## config.mk

```make
export PLATFORM = sky130hd
export DESIGN_NAME = uncache_req
export DESIGN_NICKNAME = d
export VERILOG_FILES = /design/src/rtl/uncache_req.sv
export SDC_FILE = /design/constraint.sdc
export NUM_CORES = 1
export LEC_CHECK = 0
export ABC_AREA = 0
export BUFFER_PORTS_ARGS = -buffer_cell sky130_fd_sc_hd__buf_2
export CORE_AREA = 2 2 161 163
export DETAILED_ROUTE_END_ITERATION = 8
export DIE_AREA = 0 0 163 165
export PLACE_DENSITY = 0.72
export SYNTH_ARGS = -nofsm -noshare
export SYNTH_HDL_FRONTEND = slang
export SYNTH_SLANG_ARGS = --single-unit
export TNS_END_PERCENT = 20
```

## constraint.sdc

```tcl
create_clock -name clk -period 2.8 [get_ports clk]
set_input_delay 0.28 -clock clk [delete_from_list [all_inputs] [get_ports clk]]
set_output_delay 0.28 -clock clk [all_outputs]
set_load 0.03 [all_outputs]
```

## src/rtl/uncache_req.sv

```systemverilog
// Uncached (MMIO) request initiator: one outstanding single-beat bus access per MEM-stage request.
// Optional WAIT-state timeout is enabled by defining UNCACHE_TIMEOUT_EN.
module uncache_req #(
  parameter int unsigned ADDR_W      = 64,
  parameter int unsigned DATA_W      = 64,
  parameter int unsigned TIMEOUT_CYC = 255
) (
  input  logic                clk,
  input  logic                rst,
  input  logic                req_valid,
  input  logic                req_we,
  input  logic [ADDR_W-1:0]   req_addr,
  input  logic [DATA_W-1:0]   req_wdata,
  input  logic [DATA_W/8-1:0] req_wstrb,
  output logic                stall,
  output logic                resp_valid,
  output logic [DATA_W-1:0]   resp_rdata,
  output logic                resp_err,
  output logic                mem_req_valid,
  input  logic                mem_req_ready,
  output logic                mem_req_we,
  output logic [ADDR_W-1:0]   mem_req_addr,
  output logic [DATA_W-1:0]   mem_req_wdata,
  output logic [DATA_W/8-1:0] mem_req_wstrb,
  input  logic                mem_resp_valid,
  output logic                mem_resp_ready,
  input  logic [DATA_W-1:0]   mem_resp_rdata
);

  typedef enum logic [1:0] {StIdle, StReq, StWait, StResp} state_e;

  state_e              state_q;
  logic                we_q;
  logic [ADDR_W-1:0]   addr_q;
  logic [DATA_W-1:0]   wdata_q;
  logic [DATA_W/8-1:0] wstrb_q;
  logic [DATA_W-1:0]   rdata_q;
  logic                mem_req_valid_q;
  logic                mem_resp_ready_q;
  logic                resp_valid_q;

`ifdef UNCACHE_TIMEOUT_EN
  localparam int unsigned CntW =
    ($clog2(TIMEOUT_CYC + 1) > 8) ? $clog2(TIMEOUT_CYC + 1) : 8;

  logic [CntW-1:0] cnt_q;
  logic            err_q;
  logic            timeout;

  // Counter holds the number of WAIT cycles already completed.
  assign timeout  = (cnt_q == CntW'(TIMEOUT_CYC - 1));
  assign resp_err = err_q;
`else
  logic unused_timeout;
  assign unused_timeout = ^TIMEOUT_CYC;
  assign resp_err       = 1'b0;
`endif

  always_ff @(posedge clk or negedge rst) begin
    if (!rst) begin
      state_q          <= StIdle;
      we_q             <= 1'b0;
      addr_q           <= '0;
      wdata_q          <= '0;
      wstrb_q          <= '0;
      rdata_q          <= '0;
      mem_req_valid_q  <= 1'b0;
      mem_resp_ready_q <= 1'b0;
      resp_valid_q     <= 1'b0;
`ifdef UNCACHE_TIMEOUT_EN
      cnt_q            <= '0;
      err_q            <= 1'b0;
`endif
    end else begin
      unique case (state_q)
        StIdle: begin
          if (req_valid) begin
            we_q            <= req_we;
            addr_q          <= req_addr;
            wdata_q         <= req_wdata;
            wstrb_q         <= req_we ? req_wstrb : '0;
            mem_req_valid_q <= 1'b1;
            state_q         <= StReq;
          end
        end
        StReq: begin
          if (mem_req_ready) begin
            mem_req_valid_q  <= 1'b0;
            mem_resp_ready_q <= 1'b1;
`ifdef UNCACHE_TIMEOUT_EN
            cnt_q            <= '0;
`endif
            state_q          <= StWait;
          end
        end
        StWait: begin
          // A response in the timeout cycle still wins over the timeout.
          if (mem_resp_valid) begin
            rdata_q          <= we_q ? '0 : mem_resp_rdata;
            mem_resp_ready_q <= 1'b0;
            resp_valid_q     <= 1'b1;
`ifdef UNCACHE_TIMEOUT_EN
            err_q            <= 1'b0;
`endif
            state_q          <= StResp;
          end
`ifdef UNCACHE_TIMEOUT_EN
          else if (timeout) begin
            rdata_q          <= '0;
            mem_resp_ready_q <= 1'b0;
            resp_valid_q     <= 1'b1;
            err_q            <= 1'b1;
            state_q          <= StResp;
          end else begin
            cnt_q <= cnt_q + 1'b1;
          end
`endif
        end
        StResp: begin
          resp_valid_q <= 1'b0;
`ifdef UNCACHE_TIMEOUT_EN
          err_q        <= 1'b0;
`endif
          state_q      <= StIdle;
        end
        default: state_q <= StIdle;
      endcase
    end
  end

  // Stall is combinational in IDLE so the pipeline freezes in the acceptance cycle.
  always_comb begin
    stall = 1'b0;
    unique case (state_q)
      StIdle:         stall = req_valid;
      StReq, StWait:  stall = 1'b1;
      default:        stall = 1'b0;
    endcase
  end

  assign resp_valid     = resp_valid_q;
  assign resp_rdata     = rdata_q;
  assign mem_req_valid  = mem_req_valid_q;
  assign mem_req_we     = we_q;
  assign mem_req_addr   = addr_q;
  assign mem_req_wdata  = wdata_q;
  assign mem_req_wstrb  = wstrb_q;
  assign mem_resp_ready = mem_resp_ready_q;

endmodule

```

# Word-level counts from Yosys, hierarchy flattened
# Cells that the tools add are included.
# word_totals
out_inout_bits	206
ff_bits	206
word_cells	41
in_bits	206
# op_classes
eq_ne	6
mux	15
n_reduce_logical	11
# ops
op	n
2-to-1 mux 64 bit	1
AND reduction 3 bit	3
2-to-1 mux 8 bit	1
case mux 1 bit (2 select lines)	4
case mux 2 bit (4 select lines)	1
2-to-1 mux 2 bit	3
inequality test 2 bit, second input constant	3
AND reduction 2 bit	3
nonzero test 2 bit	3
2-to-1 mux 1 bit	5
equality test 2 bit, second input constant	2
equality test 2 x 1 -> 1 bit, second input constant	1
logical NOT 2 bit	1
OR reduction 2 bit	1

# Depth between registers and ports, before layout
# Gate-level depths: netlist of the first run.
# depth
depth_word	3
depth_mapped	8
mapped_depth_nobuf	5

# Least setup slack after synthesis of the first run
# OpenSTA, ideal clock, no wires.
# synth_path
kind	register to register
from	reg state_q[0]
to	reg addr_q[10] (netlist: mem_req_addr[10])
path_stages_with_launch	8
setup_ps	125
synth_period_minus_slack_ps	1622
path_buffers	3
required_ps	2675
t_arrival_ps	1497
path_slack_ps	1178
path_cell_list	dfrtp_1 inv_1 ha_1 buf_4 nand2_4 buf_6 buf_6 mux2_4
# synth_via
elab_chain_cells	2
# synth_lines
element	line	text
start, declared	32	state_e state_q;
start signal, assigned	61	state_q <= StIdle;
start signal, assigned	83	state_q <= StReq;
start signal, assigned	93	state_q <= StWait;
logical NOT 2 bit	75	unique case (state_q)
AND reduction 2 bit (no line)	n/a	
end signal, assigned	79	addr_q <= req_addr;
end, declared	34	logic [ADDR_W-1:0] addr_q;
# Every way passes these cells.
# A chain may end at the register's enable or synchronous reset.

# Worst setup path in the final report of the first run
# layout_path
from	reg state_q[0]
to	out stall
# layout_via
elab_chain_cells	3
elab_cells_between_ends	5
cone_classes	2 x eq/ne; 1 x mux; 2 x reduce/logical
# layout_lines
element	line	text
equality test 2 x 1 -> 1 bit or equality test 2 bit (tied branches)	134	unique case (state_q)
OR reduction 2 bit	134	
case mux 1 bit (2 select lines) (*)	134	
end, declared	15	output logic stall,
# Every way passes the cells marked *; elsewhere a longest branch is shown, timed or not.

==> results of run 1 <==
[sequential cells by signal, indices dropped and copies added, names as in the netlist]
register / flops
mem_resp_ready: 1
mem_req_we: 1
mem_req_addr: 64
mem_req_valid: 1
mem_req_wstrb: 8
resp_rdata: 64
mem_req_wdata: 64
state_q: 2
resp_valid: 1
[critical path: cells and delay by family, from the launching register on]
kind / cells / cell delay (ns)
flops: 1 / 0.42
buf+inv: 2 / 0.39
fa+ha+maj: 1 / 0.37
simple gates: 1 / 0.15
compound gates: 1 / 0.13
[cell usage after synthesis, types with 2 or more instances]
cell type  number
dfrtp_1       206
mux2_2         95
nand2_1        82
o21ai_0        73
nand2b_1       65
mux2_4         34
buf_2          15
clkbuf_1       14
ha_1            7
buf_6           5
buf_4           4
nor2_1          4
a21oi_1         3
inv_1           3
buf_1           2
mux2i_1         2
[final cells by class]
| type | instances | share of cell area, % |
|---|---|---|
| Clock buffer | 35 | 5.54 |
| Clock inverter | 5 | 0.620 |
| Inverter | 4 | 0.124 |
| Multi-Input combinational cell | 376 | 24.0 |
| Sequential cell | 206 | 42.6 |
| Tap cell | 330 | 3.41 |
| Timing Repair Buffer | 488 | 23.8 |
[report_power, final]
group | internal (mW) | switching [mW]
registers | 4.46 | 0.782
logic | 2.80 | 5.00
clock network | 1.82 | 1.15
total | 9.09 | 6.93
[worst max-delay path by stage]
stage	from	slack, ns	cells after the start	to
after floorplan	state_q[0]	1.18	7	mem_req_addr[10]
after global placement	state_q[0]	0.76	5	mem_req_addr[41]
after detailed placement	state_q[0]	0.70	5	mem_req_addr[46]
after CTS	state_q[0]	0.57	5	stall
after global routing	state_q[1]	0.47	5	stall
final	state_q[0]	0.56	5	stall
[per-layer routing]
metal	up-vias	global-route usage (%)	wire, um
li1	3036	-	-
met1	3042	18.5	8950
met2	255	27.3	11300
met3	58	3.99	1680
met4	2	5.79	698
met5	-	0	12
[cell families (layout without fill, tap and decap cells)]
kind of cell,count (synthesis),count (layout)
AO/OA/AOI/OAI,81,81
adder cells (fa/ha/maj),7,7
buffers and inverters,44,532
flip-flops,206,206
multiplexers,132,132
other,1,1
AND/OR/NAND/NOR,155,155
[per-stage QoR]
step / hold slack, ns / cells / area (um^2) / utilization, %
after global placement: 0.223 / 1337 / 10700 / 42.7
after floorplan: -0.0156 / 626 / 8280 / -
after global routing: 0.0000610 / 1444 / 12100 / 48.4
after detailed placement: 0.226 / 1337 / 10700 / 42.7
after CTS: 0.000109 / 1442 / 12100 / 48.3
final: 0.0223 / 1444 / 12100 / 48.4
==> impl_results.md, run 1 <==
- Routed Antenna Nets: 0
- Avg Inst Size Synth: 13.2 um^2
- Max-slew headroom: 58.9%
- Status: complete, no violations
- Reg clk slew, reported paths: 0.06 ns
- Post-Syn Area: 0.00828 mm^2
- Max-cap check violation count: 0
- GP Congestion: 0.800
- LEAKAGE: 6.20 nW
- WHS Endpoint: mem_req_addr[45]
- Mux cell area share after synthesis: 19.5%
- Clk root buf: clkbuf_16
- Slew Viols, Final: 0
- Die Ht: 165 um
- Synth top area share: 62.3%
- # resized after CTS: 0
- Remaining DRCs: 0
- Critical Path Fanout Max: 5
- Final Setup Violations: 0
- Worst Skew: 0.00553 ns
- RSZ-0062 raised after global routing: false
- Row count: 58
- Most frequent cells in the layout: buf_2 (409), dfrtp_1 (206), mux2_2 (95)
- Worst skew pair latency: 0.49 ns
- Yosys top cell by area: dfrtp_1
- Grt ovf: 0
- Worst setup margin: 0.565 ns
- Vias after detailed routing: 6393
- Die area: 0.0269 mm^2
- Synth cell types: 28
- I/O pins: 412
- Worst-margin pin slew: 0.616 ns
- Nets: 1312
- RR Endpoint: mem_req_addr[46]
- Tot Pwr: 16.0 mW
- Xor and xnor area share after synthesis: 0%
- CP peak stage delay: 0.42 ns
- Number of synthesized flops with an enable pin: 0
- FF-to-FF Start: state_q[0]
- Hold Crit Class: in -> reg
- Post-CTS Setup Inserts: 0
- Worst VDD drop: 0.000769 V
- Crit. End Element: output port
- Max Root-Sink Buffers: 3
- Fin crit period: 2.24 ns
- Fill cells: 2220
- Initial Util: 33.1%
- Dominant cells by area after synthesis: dfrtp_1 (62%), mux2_2 (13%), mux2_4 (6.2%)
- Synth Area in Compound Gates: 5.14%
- # clock sinks: 206
- First-pass GRT wire length: 33800 um
- Fmax: 447 MHz
- Area delta synth->final: 46.3%
- Dpl ws: 0.696 ns
- Worst reg2reg path depth: 5
- Hold_sp: req_addr[45]
- Avg WL per Cell: 15.7 um
- Layout cells sized above 1: 52.9%
- Critical path class: reg -> out
- Dpl hpwl: 15700 um
- GRT Util Overall: 15.6%
- CTS tree: done
- Register area: 0.00515 mm^2
- Vias/cell: 4.43
- DR iter-0 viols: 371
- Syn nets: 839
- Seq/Total Area, Yosys: 62.3%
- Worst-path cell chain: inv_1 > ha_1 > a21oi_1 > nor2_1 > buf_2
- Largest net degree at the start of global routing: 85
- Num CTS Buffers: 23
- Adder-Cell Fraction of Synth Area: 1.06%
- TNS Setup: 0 ns
- Main synth FF type: dfrtp_1
- Cells after synthesis: 626
- Core ar.: 0.0250 mm^2
- Area of the multi-input gates: 0.00290 mm^2
- Final Cycle Share: 79.8%
- Yosys reg bits: 206
- Vias in the first global route: 6484
- Die width: 163 um
- Hold_buf cts: 65
- Commonest non-fill, non-tap cell in the layout: buf_2
- H-tree Lvls: 1
- Warnings, synthesis: 0
- Pwr Density: 1320 mW/mm^2
- R2R Setup Slk: 0.67 ns
- Number of diodes: 0
- Startpoint Class: flip-flop
- Drt pass-1 iters: 4
- Initial antenna violation count: 1
- DRT Wirelength: 22600 um
- Main combinational cell family by area after synthesis: multiplexers
- Slowest-stage cell, CP: dfrtp_1
- Post-synth ARST share: 100%
- Hold Path Depth: 2
- Synth Area in Simple Gates: 9.16%
- Worst EP required: 2.52 ns
- Critical path arrival: 1.96 ns
- Port-buffer cells: 410
- Endpoints failing hold: 0
Power figures use the tool's default switching activity.
==> inputs of run 2 (changes only) <==
- CORE_AREA: 2 2 161 163 -> 2 2 159 161
- DIE_AREA: 0 0 163 165 -> 0 0 161 163
- PLACE_DENSITY: 0.72 -> 0.75
- clock period: 2.8 -> 1.9 ns (I/O delays scaled with it)
==> impl_results.md, run 2 (synthesized netlist as in run 1, its figures left out) <==
- Remaining DRCs: 0
- Nets: 1464
- TNS Setup: 0 ns
- GRT Util Overall: 19.9%
- Layout cells sized above 1: 47.9%
- Dpl hpwl: 16600 um
- Endpoints failing hold: 0
- Commonest non-fill, non-tap cell in the layout: buf_2
- Avg WL per Cell: 16.9 um
- First-pass GRT wire length: 41600 um
- Routed Antenna Nets: 0
- Clk root buf: clkbuf_16
- CTS tree: done
- Fmax: 559 MHz
- Vias/cell: 4.55
- Worst-margin pin slew: 0.513 ns
- Die Ht: 163 um
- Worst skew pair latency: 0.50 ns
- Worst reg2reg path depth: 6
- H-tree Lvls: 1
- Critical path arrival: 1.60 ns
- Max-cap check violation count: 0
- R2R Setup Slk: 0.21 ns
- Pwr Density: 1800 mW/mm^2
- Num CTS Buffers: 23
- Port-buffer cells: 410
- FF-to-FF Start: state_q[1]
- Area of the multi-input gates: 0.00292 mm^2
- Reg clk slew, reported paths: 0.06 ns
- Critical Path Fanout Max: 4
- Layout Cells excl Fill: 1599
- Area delta synth->final: 65.9%
- Worst VDD drop: 0.00107 V
- Die area: 0.0262 mm^2
- Status: complete, no violations
- Hold Crit Class: in -> reg
- Hold Path Depth: 3
- Final Setup Violations: 0
- Fill cells: 1949
- Register area: 0.00515 mm^2
- Core ar.: 0.0247 mm^2
- Most frequent cells in the layout: buf_2 (408), dlygate4sd3_1 (207), dfrtp_1 (206)
- GP Congestion: 0.809
- CP endpoint: stall
- Grt ovf: 0
- Die width: 161 um
- I/O pins: 412
- LEAKAGE: 6.89 nW
- Startpoint Class: flip-flop
- Max Root-Sink Buffers: 3
- Cell count after placement: 1345
- Slew Viols, Final: 0
- Worst EP required: 1.71 ns
- Vias after detailed routing: 7274
- Vias in the first global route: 7812
- Crit. End Element: output port
- Tot Pwr: 24.7 mW
- RR Endpoint: mem_req_wdata[18]
- Max-slew headroom: 65.8%
- RSZ-0062 raised after global routing: false
- DR iter-0 viols: 470
- Row count: 58
- # clock sinks: 206
- Critical path class: reg -> out
- Drt pass-1 iters: 4
- Final Cycle Share: 94.2%
- Largest net degree at the start of global routing: 67
- Initial antenna violation count: 1
- DRT Wirelength: 27000 um
- Worst Skew: 0.0116 ns
- Crit path from: state_q[1]
- Initial Util: 33.5%
- Fin crit period: 1.79 ns
[run 2: cell count changes in the layout (fill, tap and decap cells not counted), sizes merged]
cell         delta
dlygate4sd3   +140
bufinv          +2
clkinv          +2
buf            +12
diode           +2
clkbuf          -3
[run 2: layout make-up]
cell class	count	area share, %
sequential	206	37.5
timing repair buffer	640	32.3
multi-input combinational	376	21.2
clock buffer	32	4.73
tap	330	3.01
clock inverter	9	1.06
inverter	4	0.109
antenna	2	0.0364
[run 2: metal layers]
metal  track usage, %  part of all wire, %
met5                0                    0
met4             8.56                  3.7
met3             4.48                  6.5
met2             36.4                   52
met1             22.2                   38
[run 2: critical path, cell delays in order (launching register included)]
cell and delay (ns):
dfrtp_1 0.37, inv_2 0.07, ha_4 0.16, buf_4 0.14, a21oi_1 0.14, nor2_1 0.06, buf_4 0.16
[run 2: worst min-delay path by stage]
stage                                  end  startpoint
after global placement      resp_rdata[55]         rst
after detailed placement    resp_rdata[55]         rst
after global routing      mem_req_wstrb[2]      req_we
final                     mem_req_wstrb[2]      req_we
after floorplan            mem_req_addr[0]         rst
after CTS                 mem_req_wstrb[7]      req_we
[run 2: power breakdown]
part           internal (mW)  leakage [nW]  switching (mW)
clock network           2.92         0.394            1.74
registers               6.58          2.52            1.21
logic                   4.52          3.98            7.71
[run 2: stage by stage]
stage / hold WS (ns) / area [um^2] / util [%] / worst slack (ns)
after floorplan: -0.106 / 8280 / - / 0.278
after global placement: 0.196 / 10800 / 43.8 / 0.180
after detailed placement: 0.192 / 10800 / 43.8 / 0.100
after CTS: 0.00540 / 13700 / 55.5 / 0.00237
after global routing: 0.0300 / 13700 / 55.6 / 0.00687
final: 0.0270 / 13700 / 55.6 / 0.110
[run 2: timing repair]
action	CTS	global route
pin swaps	0	1
gates resized for setup	4	1
hold buffers	207	0
endpoints found under the hold margin	247	0
setup endpoints to repair	1	1
buffers inserted	1	3
